File: src/rtl/mesa_cmd_tx.sv
`default_nettype none
// +----------------------------------------------------------------------------+
// | Module   : mesa_cmd_tx                                                     |
// | Desc     : Queues {table,state} host commands and replays each one as a    |
// |            one-hot strobe pair held HOLD_CYCLES, then GAP_CYCLES low.      |
// | Revision : 1.0  initial release                                            |
// +----------------------------------------------------------------------------+
module mesa_cmd_tx #(
  parameter int HOLD_CYCLES = 3,
  parameter int GAP_CYCLES  = 2,
  parameter int DEPTH       = 4
) (
  input  logic                     clk,
  input  logic                     rst_n,
  input  logic                     cmd_valid,
  output logic                     cmd_ready,
  input  logic [1:0]               cmd_mesa,
  input  logic [1:0]               cmd_est,
  output logic                     outmes1,
  output logic                     outmes2,
  output logic                     outmes3,
  output logic                     outmes4,
  output logic                     outest0,
  output logic                     outest1,
  output logic                     outest2,
  output logic                     busy,
  output logic                     err_pulse,
  output logic [$clog2(DEPTH):0]   fifo_count
);

  localparam int AW = $clog2(DEPTH);
  localparam logic [AW:0] FULL_CNT = (AW+1)'(DEPTH);
  localparam logic [7:0]  HOLD_LD  = 8'(HOLD_CYCLES - 1);
  localparam logic [7:0]  GAP_LD   = 8'(GAP_CYCLES - 1);

  typedef enum logic [1:0] {
    S_IDLE  = 2'd0,
    S_DRIVE = 2'd1,
    S_GAP   = 2'd2
  } state_t;

  state_t          state_q, state_d;
  logic [7:0]      cnt_q, cnt_d;
  logic [3:0]      mes_q, mes_d;
  logic [2:0]      est_q, est_d;
  logic [AW-1:0]   wr_ptr_q, rd_ptr_q;
  logic [AW:0]     count_q, count_d;
  logic            err_q;
  logic [3:0]      mem_q [DEPTH];

  logic            w_full;
  logic            w_accept;
  logic            w_illegal;
  logic            w_push;
  logic            w_pop;
  logic [3:0]      w_head;

  assign w_full    = (count_q == FULL_CNT);
  assign w_accept  = cmd_valid && !w_full;
  assign w_illegal = w_accept && (cmd_est == 2'd3);
  assign w_push    = w_accept && (cmd_est != 2'd3);
  assign w_pop     = (state_q == S_IDLE) && (count_q != '0);
  assign w_head    = mem_q[rd_ptr_q];

  always_comb begin
    count_d = count_q;
    case ({w_push, w_pop})
      2'b10:   count_d = count_q + 1'b1;
      2'b01:   count_d = count_q - 1'b1;
      default: count_d = count_q;
    endcase
  end

  // Storage needs no reset: entries are only read once count says they are valid.
  always_ff @(posedge clk) begin
    if (w_push) begin
      mem_q[wr_ptr_q] <= {cmd_mesa, cmd_est};
    end
  end

  always_ff @(posedge clk or negedge rst_n) begin
    if (!rst_n) begin
      wr_ptr_q <= '0;
      rd_ptr_q <= '0;
      count_q  <= '0;
      err_q    <= 1'b0;
    end else begin
      if (w_push) wr_ptr_q <= wr_ptr_q + 1'b1;
      if (w_pop)  rd_ptr_q <= rd_ptr_q + 1'b1;
      count_q <= count_d;
      err_q   <= w_illegal;
    end
  end

  always_comb begin
    state_d = state_q;
    cnt_d   = cnt_q;
    mes_d   = mes_q;
    est_d   = est_q;
    case (state_q)
      S_IDLE: begin
        if (w_pop) begin
          state_d = S_DRIVE;
          cnt_d   = HOLD_LD;
          mes_d   = 4'b0001 << w_head[3:2];
          est_d   = 3'b001 << w_head[1:0];
        end
      end
      S_DRIVE: begin
        if (cnt_q == 8'd0) begin
          state_d = S_GAP;
          cnt_d   = GAP_LD;
          mes_d   = 4'b0000;
          est_d   = 3'b000;
        end else begin
          cnt_d = cnt_q - 8'd1;
        end
      end
      S_GAP: begin
        if (cnt_q == 8'd0) begin
          state_d = S_IDLE;
        end else begin
          cnt_d = cnt_q - 8'd1;
        end
      end
      default: begin
        state_d = S_IDLE;
        cnt_d   = 8'd0;
        mes_d   = 4'b0000;
        est_d   = 3'b000;
      end
    endcase
  end

  // Strobes are whole-pair registers so they switch together on DRIVE entry/exit.
  always_ff @(posedge clk or negedge rst_n) begin
    if (!rst_n) begin
      state_q <= S_IDLE;
      cnt_q   <= 8'd0;
      mes_q   <= 4'b0000;
      est_q   <= 3'b000;
    end else begin
      state_q <= state_d;
      cnt_q   <= cnt_d;
      mes_q   <= mes_d;
      est_q   <= est_d;
    end
  end

  assign cmd_ready  = !w_full;
  assign outmes1    = mes_q[0];
  assign outmes2    = mes_q[1];
  assign outmes3    = mes_q[2];
  assign outmes4    = mes_q[3];
  assign outest0    = est_q[0];
  assign outest1    = est_q[1];
  assign outest2    = est_q[2];
  assign busy       = (state_q != S_IDLE) || (count_q != '0);
  assign err_pulse  = err_q;
  assign fifo_count = count_q;

endmodule
`default_nettype wire

File: config.mk
export PLATFORM = sky130hd
export DESIGN_NAME = mesa_cmd_tx
export DESIGN_NICKNAME = d
export VERILOG_FILES = /design/src/rtl/mesa_cmd_tx.sv
export SDC_FILE = /design/constraint.sdc
export NUM_CORES = 1
export LEC_CHECK = 0
export BUFFER_PORTS_ARGS = -buffer_cell sky130_fd_sc_hd__buf_4
export CAP_MARGIN = 30
export CORE_MARGIN = 8
export CORE_UTILIZATION = 51
export CTS_CLUSTER_DIAMETER = 120
export DETAILED_ROUTE_END_ITERATION = 10
export GPL_TIMING_DRIVEN = 0
export PLACE_DENSITY_LB_ADDON = 0.25
export SYNTH_ARGS = -nofsm -noshare
export SYNTH_HDL_FRONTEND = slang
export SYNTH_SLANG_ARGS = --single-unit
File: constraint.sdc
create_clock -name clk -period 2.75 [get_ports clk]
set_input_delay 0.1375 -clock clk [delete_from_list [all_inputs] [get_ports clk]]
set_output_delay 0.1375 -clock clk [all_outputs]
set_load 0.005 [all_outputs]
==> results_dict.tcl, run 1 <==
set metrics [dict create \
    syn_area_um2 1933 \
    via_count 1246 \
    path_class "reg2reg" \
    nets 195 \
    synth_edf_count 16 \
    holdPathStages 1 \
    drive_gt1_share_pct 20.99 \
    fin_util_pct 61.62 \
    netlist_instances 153 \
    grt_max_degree 26 \
    dr.pass1.iters 4 \
    fmax_mhz 440.8 \
    first_iter_violations 96 \
    cp_max_fo 7 \
    grt_pass1_wl_um 5830 \
    clk_pin_slew_ps 70 \
    fin_area_um2 2256 \
    async_reset_ff_share_pct 60.98 \
    finalHoldViolCount 0 \
    antenna_found_initial 0 \
    cts_setup_buffers 0 \
    required_ps 2960 \
    powerDensity_nw_per_um2 1118 \
    yosys.area.top_type_share_pct 32.36 \
    syn2layout_area_growth_pct 16.70 \
    fin_crit_ps 2269 \
    cap_violations 0 \
    synth.ff_latch_count 41 \
    drtAntennaViolNets 0 \
    ir_drop_mv 0.7073 \
    die_w_um 77.57 \
    drc 0 \
    cpMaxStageDelayCell "dfrtp_1" \
    dp_hpwl_um 2493 \
    wl_um 3356 \
    yosysTopAreaCell "dfrtp_1" \
    fp.dieH_um 77.57 \
    io_buffers 19 \
    grt_usage_pct 12.02 \
    clock-skew-final_ps 1.502 \
    r2r_setup_slack_ps 480 \
    avgSynthCellArea_um2 12.63 \
    hold_class "in2reg" \
    critical_path.max_stage_delay_ps 430 \
    cts_tree "yes" \
    drv_slew 0 \
    cts-root-buf "clkbuf_8" \
    cts.path.max_buffers 2 \
    diodes 0 \
    synth_nets 168 \
    routed_via_density 5.441 \
    dieArea_um2 6016 \
    wl_per_cell_um 14.66 \
    leakagePower_nw 0.9624 \
    initial_core_util_pct 52.80 \
    status "finished clean" \
    synthFlopType "dfrtp_1" \
    critical_path.cell_chain "or3b_1, nand2_1, a21oi_1, inv_1, ha_1, inv_1, fa_1, xor2_1, nor2_1, xor2_1" \
    post-route-period-util_pct 82.50 \
    core_um2 3661 \
    yosysMostFrequentCell "dfrtp_1" \
    insertion_delay_ps 280 \
    tightest_slew_ps 539.7 \
    p_total_mw 2.521 \
    ios 20 \
    numCtsBuffers 5 \
    synthTopCellsByCount "25 x dfrtp_1, 16 x edfxtp_1, 11 x inv_1" \
    grt-ovfl-total 0 \
    critPathCaptureType "flop" \
    seq_area_frac_synth_pct 57.22 \
    setup_violations 0 \
    synthDistinctLibCells 41 \
    crit_arrival_ps 2480 \
    gp_congestion 0.7723 \
    ys_warn_count 0 \
    netlist_top_cells_area "dfrtp_1 32%, edfxtp_1 25%, mux4_2 4.7%" \
    cp-start-kind "flop" \
    cts-htree-levels 2 \
    ff2ff_path_depth 10 \
    row_count 22 \
    place_area_um2 2136 \
    cts_sinks 41 \
    rsz0062_at_grt "no" \
    setup-tns-final_ps 0 \
    slew_headroom_pct 63.94 \
    grt_pass1_vias 1286 \
]
[flip-flops by register name, summed over array words and instances, names as in the netlist]
| register | flops |
|---|---|
| fifo_count | 3 |
| mem_q | 16 |
| mes_q | 4 |
| state_q | 2 |
| est_q | 3 |
| wr_ptr_q | 2 |
| cnt_q | 8 |
| err_pulse | 1 |
| rd_ptr_q | 2 |
[routing by layer]
layer | global-route usage [%] | part of all wire [%]
met2 | 18.11 | 49
met1 | 15.21 | 46
met5 | 0 | 0
met3 | 4.378 | 4.7
met4 | 5.094 | 0.51
[kinds of logic (layout without fill, tap and decap cells)]
logic type               count (synthesis)  count (layout)  share of synthesized area (%)
buffers and inverters                   17              45                          4.207
AND/OR/NAND/NOR                         45              45                          13.98
flip-flops                              41              41                          57.22
AO/OA/AOI/OAI                           30              30                          10.55
multiplexers                             6               6                          5.761
XOR/XNOR                                 6               6                          2.718
adder cells (fa/ha/maj)                  8               8                          5.566
[through the flow]
stage	std cells	worst slack (ps)	hold WS [ps]
floorplan	153	649.5	-158.1
global placement	220	558.3	57.62
detailed placement	220	490.7	61.68
CTS	229	449.4	36.34
global route	229	273.6	40.07
finish	229	481.2	48.29
[report_power, final]
group	internal, mW	switching, mW
logic	0.520	0.567
clock network	0.267	0.197
registers	0.827	0.143
total	1.61	0.907
[critical path, delay by kind of cell, from the launching register on]
kind,cells,cell delay [ps]
buffers and inverters,2,180
AO/OA/AOI/OAI,1,110
XOR/XNOR,2,290
flip-flops,1,430
AND/OR/NAND/NOR,3,630
adder cells (fa/ha/maj),2,560
[layout by cell type (no fill, tap or decap), drive strengths merged, types with 2 or more instances in the layout]
cell | netlist | layout
edfxtp | 16 | 16
or2 | 2 | 2
inv | 12 | 12
and2 | 4 | 4
or3 | 3 | 3
o21ai | 2 | 2
nand2 | 9 | 9
or4 | 6 | 6
o31ai | 6 | 6
a21oi | 10 | 10
dfrtp | 25 | 25
nor3 | 4 | 4
a22o | 2 | 2
ha | 7 | 7
clkbuf | 1 | 6
o2bb2ai | 2 | 2
nand2b | 2 | 2
xor2 | 2 | 2
buf | 4 | 23
nor2 | 8 | 8
xnor2 | 4 | 4
nand3 | 2 | 2
mux4 | 4 | 4
a21o | 3 | 3
[path summary, 6_finish.rpt]
check,from,endpoint
max,fifo_count[0]$_DFFE_PN0P_,fifo_count[2]$_DFFE_PN0P_
min,cmd_mesa[0],mem_q[3][2]$_DFFE_PP_
max reg2reg,fifo_count[0]$_DFFE_PN0P_,fifo_count[2]$_DFFE_PN0P_
min reg2reg,est_q[0]$_DFFE_PN0P_,est_q[0]$_DFFE_PN0P_
max in group asynchronous,rst_n,fifo_count[1]$_DFFE_PN0P_
min in group asynchronous,rst_n,cnt_q[3]$_DFFE_PN0P_
[repair_timing]
action | 4_1_cts | 5_1_grt
hold endpoints to repair | 25 | 0
resized for setup | 0 | 0
hold buffers | 1 | 0
setup endpoints to repair | 0 | 0
[area by class of cell]
type	count	area, µm²
sequential	41	1106
fill	291	1405
inverter	12	45.04
timing repair buffer	20	152.6
tap	48	60.06
multi-input combinational	95	745.7
clock inverter	3	41.29
buffer	5	36.28
clock buffer	5	68.82
Note: power is estimated with default switching activity, not from simulation.
==> run 2: changes to the inputs <==
Settings changed: ABC_AREA from default to 1.
Clock period 2.75 ns to 2.26 ns, I/O delays scaled along.
==> run 2 against run 1 <==
Net effect: combinational power grew 46%; highest routed layer unchanged; sequential power grew 15%; flip-flop and latch count is the same; first-iteration DRC count shrank 15%; total power grew 27%; design area grew 7.5%; global-route usage grew 0.98 points; sequential share of layout area shrank 3.4 points; cell count grew 34%.
==> results_dict.tcl, run 2 <==
set metrics [dict create \
    drc 0 \
    async_reset_ff_share_pct 60.98 \
    grt_pass1_wl_um 6506 \
    fp.dieH_um 80.07 \
    largest_register "mem_q" \
    avgSynthCellArea_um2 9.181 \
    via_count 1511 \
    cts_sinks 41 \
    yosys.area.top_type_share_pct 29.89 \
    fin_util_pct 61.09 \
    dr.pass1.iters 4 \
    first_iter_violations 82 \
    fin_area_um2 2426 \
    syn2layout_area_growth_pct 15.90 \
    row_count 23 \
    setup_violations 0 \
    drv_slew 0 \
    io_buffers 19 \
    wl_per_cell_um 12.34 \
    antenna_found_initial 0 \
    ys_warn_count 0 \
    gp_congestion 0.8359 \
    cts-root-buf "clkbuf_8" \
    synth.ff_latch_count 41 \
    yosysTopAreaCell "dfrtp_1" \
    cap_violations 0 \
    initial_core_util_pct 52.71 \
    cts_tree "yes" \
    ir_drop_mv 0.6071 \
    wl_um 3789 \
    status "finished clean" \
    critPathCaptureType "flop" \
    netlist_instances 228 \
    clock-skew-final_ps 3.080 \
    synthDistinctLibCells 30 \
    finalHoldViolCount 0 \
    die_w_um 80.07 \
    post-route-period-util_pct 92.77 \
    grt_usage_pct 13.00 \
    nets 271 \
    grt_pass1_vias 1484 \
    cts_setup_buffers 0 \
    r2r_setup_slack_ps 160 \
    core_um2 3971 \
    final_cell_mix "55 x nand2_1, 29 x inv_1, 25 x dfrtp_1" \
    required_ps 2440 \
    drtAntennaViolNets 0 \
    synth_edf_count 16 \
    cp-start-kind "flop" \
    rsz0062_at_grt "no" \
    final_common_cell "nand2_1" \
    setup-tns-final_ps 0 \
    numCtsBuffers 5 \
    cp_max_fo 8 \
    largest_reg_flops 16 \
    cts-htree-levels 2 \
    fin_crit_ps 2097 \
    synth_nets 243 \
    crit_arrival_ps 2280 \
    ios 20 \
    post-place-ws_ps 135.2 \
    yosysMostFrequentCell "nand2_1" \
    diodes 0 \
    insertion_delay_ps 300 \
    cts.path.max_buffers 2 \
    grt_max_degree 26 \
    place_area_um2 2298 \
    leakagePower_nw 1.147 \
    layout_setup_ws_ps 163.3 \
    tightest_slew_ps 384.0 \
    hold_class "in2reg" \
    largest_registers "mem_q (16), cnt_q (8), mes_q (4)" \
    dp_hpwl_um 2833 \
    fmax_mhz 476.9 \
    dieArea_um2 6410 \
    clk_pin_slew_ps 80 \
    grt-ovfl-total 0 \
    netlist_top_cells_area "dfrtp_1 30%, edfxtp_1 23%, nand2_1 9.9%" \
    synthTopCellsByCount "55 x nand2_1, 29 x inv_1, 25 x dfrtp_1" \
    routed_via_density 4.922 \
    path_class "reg2reg" \
    powerDensity_nw_per_um2 1319 \
    seq_area_frac_synth_pct 52.84 \
    slew_headroom_pct 74.31 \
    drive_gt1_share_pct 20.23 \
    synthFlopType "dfrtp_1" \
    syn_area_um2 2093 \
]
-- run 2: critical path, stage by stage, from the launching register on --
cell,delay (ps)
dfrtp_1,420
inv_1,190
nand3_2,160
o211ai_4,160
ha_1,200
inv_1,70
fa_1,380
a21oi_1,140
o21ai_0,110
xor2_1,150
-- run 2: worst paths after layout --
kind | startpoint | to | cells after the start
setup / recovery | fifo_count[0]$_DFFE_PN0P_ | fifo_count[2]$_DFFE_PN0P_ | 9
hold / removal | cmd_mesa[1] | mem_q[1][3]$_DFFE_PP_ | 1
setup reg to reg | fifo_count[0]$_DFFE_PN0P_ | fifo_count[2]$_DFFE_PN0P_ | 9
hold reg to reg | est_q[1]$_DFFE_PN0P_ | est_q[1]$_DFFE_PN0P_ | 2
max in group asynchronous | rst_n | cnt_q[4]$_DFFE_PN0P_ | 2
min in group asynchronous | rst_n | wr_ptr_q[1]$_DFFE_PN0P_ | 2
-- run 2: area by class of cell --
cell class / instances / area, µm²
repair buffers: 21 / 162.7
plain buffers: 3 / 21.27
clock buffers: 5 / 68.82
fillers: 352 / 1545
inverters: 35 / 131.4
flip-flops and latches: 41 / 1106
clock inverters: 3 / 25.02
multi-input cells: 149 / 848.3
well taps: 50 / 62.56
-- run 2: where the power goes --
part	internal [mW]	switching (mW)
clock network	0.225	0.268
registers	0.987	0.132
logic	0.588	1.00
-- run 2: metal layers --
layer	vias up	wire, µm	track usage [%]
met3	6	162	4.799
met1	686	1698	15.00
li1	793	-	-
met2	26	1873	20.94
met5	-	0	0
met4	0	55	6.000
-- run 2: through the flow --
step | power [mW] | instances | hold slack [ps]
3_3_place_gp | 2.668 | 297 | 44.76
2_1_floorplan | 2.331 | 228 | -182.6
5_1_grt | 3.524 | 307 | 1.722
4_1_cts | 3.225 | 307 | 4.099
6_report | 3.201 | 307 | 13.78
3_5_place_dp | 2.719 | 297 | 46.93
-- run 2: logic make-up (layout without fill, tap and decap cells) --
family	count (synthesis)	after routing	share of synthesized area (%)
flip-flops	41	41	52.84
AND/OR/NAND/NOR	111	111	25.10
buffers and inverters	38	67	7.292
AO/OA/AOI/OAI	25	25	7.532
XOR/XNOR	5	5	2.092
adder cells (fa/ha/maj)	8	8	5.140
-- run 2: timing repair --
item,CTS,global route
endpoints found under the hold margin,29,0
gates resized for setup,0,2
hold buffers,2,0
endpoints found under the setup margin,0,1
==> run 3: changes to the inputs <==
Clock period 2.26 ns to 1.8 ns, I/O delays scaled along.
==> run 3 against run 2 <==
Net effect: clock skew up 0.58 ps; clock power up 52%; critical path depth up 2; global-route usage up 0.058 points; worst hold slack better by 31 ps; count of clock-buffer cells in the layout unchanged; critical endpoint unchanged; highest routed layer unchanged.
==> results_dict.tcl, run 3 (synthesis results as in run 2) <==
set metrics [dict create \
    post-place-ws_ps -130.3 \
    holdPathEnd "err_pulse$_DFF_PN0_" \
    largest_registers "mem_q (16), cnt_q (8), mes_q (4)" \
    setup-tns-final_ps 0 \
    finalHoldViolCount 0 \
    wl_um 3841 \
    die_w_um 80.07 \
    crit_family "adder cells" \
    cap_violations 0 \
    numCtsBuffers 5 \
    clock-skew-final_ps 3.663 \
    worstHoldStart "cmd_valid" \
    cts_tree "yes" \
    slew_headroom_pct 72.05 \
    fp.dieH_um 80.07 \
    powerDensity_nw_per_um2 1708 \
    reg2reg_to "fifo_count[2]$_DFFE_PN0P_" \
    cts.path.max_buffers 2 \
    ff2ff_path_depth 11 \
    dr.pass1.iters 4 \
    clk_pin_slew_ps 80 \
    cts-htree-levels 2 \
    path_class "reg2reg" \
    required_ps 1980 \
    tightest_slew_ps 417.7 \
    io_buffers 19 \
    r2r_start "fifo_count[1]$_DFFE_PN0P_" \
    routed.top_layer "met4" \
    critical_path.cell_chain "inv_2, buf_6, nand3_2, nand2_2, inv_2, ha_4, inv_2, fa_2, a21oi_2, o21ai_1, xor2_1" \
    ir_drop_mv 0.9767 \
    drv_slew 0 \
    gp_congestion 0.8327 \
    final_common_cell "nand2_1" \
    grt-ovfl-total 0 \
    initial_core_util_pct 52.71 \
    fin_crit_ps 1730 \
    nets 285 \
    layout_setup_ws_ps 70.07 \
    holdPathStages 3 \
    largest_register "mem_q" \
    drc 0 \
    crit_arrival_ps 1910 \
    final_cell_mix "54 x nand2_1, 29 x buf_4, 25 x dfrtp_1" \
    core_um2 3971 \
    cts-root-buf "clkbuf_8" \
    cp_num_buf_inv 4 \
    largest_reg_flops 16 \
    row_count 23 \
    fillers 334 \
    r2r_setup_slack_ps 70 \
    dp_hpwl_um 2813 \
    first_iter_violations 75 \
    cp-start-kind "flop" \
    seqCellArea_um2 1106 \
    grt_max_degree 26 \
    syn2layout_area_growth_pct 24.09 \
    grt_usage_pct 13.05 \
    insertion_delay_ps 300 \
    cp_max_fo 3 \
    multi_input_area_um2 882.1 \
    diodes 0 \
    cts_sinks 41 \
    cpMaxStageDelayCell "dfrtp_1" \
    drtAntennaViolNets 0 \
    status "finished clean" \
    critPathCaptureType "flop" \
    leakagePower_nw 1.219 \
    routed_via_density 4.875 \
    ios 20 \
    dieArea_um2 6410 \
    post-route-period-util_pct 96.11 \
    wl_per_cell_um 11.97 \
    via_count 1565 \
    grt_pass1_wl_um 6575 \
    critical_path.max_stage_delay_ps 370 \
    grt_pass1_vias 1523 \
    hold_class "in2reg" \
    setup_violations 0 \
    fmax_mhz 578.1 \
    antenna_found_initial 0 \
    drt-met1-wl_um 1693 \
    dr_wl_met3_um 181 \
    wl_met2_um 1893 \
    path_common_cell "inv_2" \
    drive_gt1_share_pct 26.94 \
]
[run 3: timing repair]
item,4_1_cts,5_1_grt
pin swaps,7,4
resized for setup,5,4
buffers inserted,10,1
endpoints found under the setup margin,2,2
hold buffers,5,0
endpoints found under the hold margin,41,0
[run 3: report_power, final]
group | total (mW) | internal (mW) | leakage, nW | switching (mW)
Clock | 0.746 | 0.415 | 0.0543 | 0.331
Sequential | 1.39 | 1.24 | 0.464 | 0.149
Combinational | 2.30 | 0.949 | 0.701 | 1.36
Total | 4.44 | 2.60 | 1.22 | 1.83
[run 3: final cells by class]
type	instances	share of cell area, %
Multi-Input combinational cell	149	33.96
Inverter	35	5.058
Tap cell	50	2.408
Sequential cell	41	42.58
Buffer	3	0.8189
Clock inverter	3	1.782
Timing Repair Buffer	35	10.74
Clock buffer	5	2.649
[run 3: worst min-delay path, stage by stage]
cell and delay [ps]:
buf_4 120, nand2_1 60, nor3_1 40
[run 3: how the worst max path moves through the flow]
stage                                         start                         to  slack, ps  depth (start not counted)
final                     fifo_count[1]$_DFFE_PN0P_  fifo_count[2]$_DFFE_PN0P_         70                         11
after global routing      fifo_count[1]$_DFFE_PN0P_  fifo_count[2]$_DFFE_PN0P_         -2                         11
after CTS                 fifo_count[1]$_DFFE_PN0P_  fifo_count[2]$_DFFE_PN0P_          4                         11
after detailed placement  fifo_count[0]$_DFFE_PN0P_  fifo_count[2]$_DFFE_PN0P_       -130                          9
after global placement    fifo_count[0]$_DFFE_PN0P_  fifo_count[2]$_DFFE_PN0P_        -90                          9
after floorplan           fifo_count[0]$_DFFE_PN0P_  fifo_count[2]$_DFFE_PN0P_        -20                          9
[run 3: stage by stage]
step	power (mW)	area, µm²	hold slack, ps	std cells	util, %
after floorplan	2.979	2120	-205.6	228	-
after global placement	3.397	2325	10.10	297	58.54
after detailed placement	3.453	2325	11.91	297	58.54
after CTS	4.429	2582	32.04	320	65.03
after global routing	4.813	2597	58.55	321	65.41
final	4.437	2597	44.61	321	65.41
[run 3: routing by layer]
metal	vias to the layer above	global-route usage, %
met5	-	0
met4	0	6.000
met3	7	4.353
met2	29	22.23
met1	705	14.34
li1	824	-
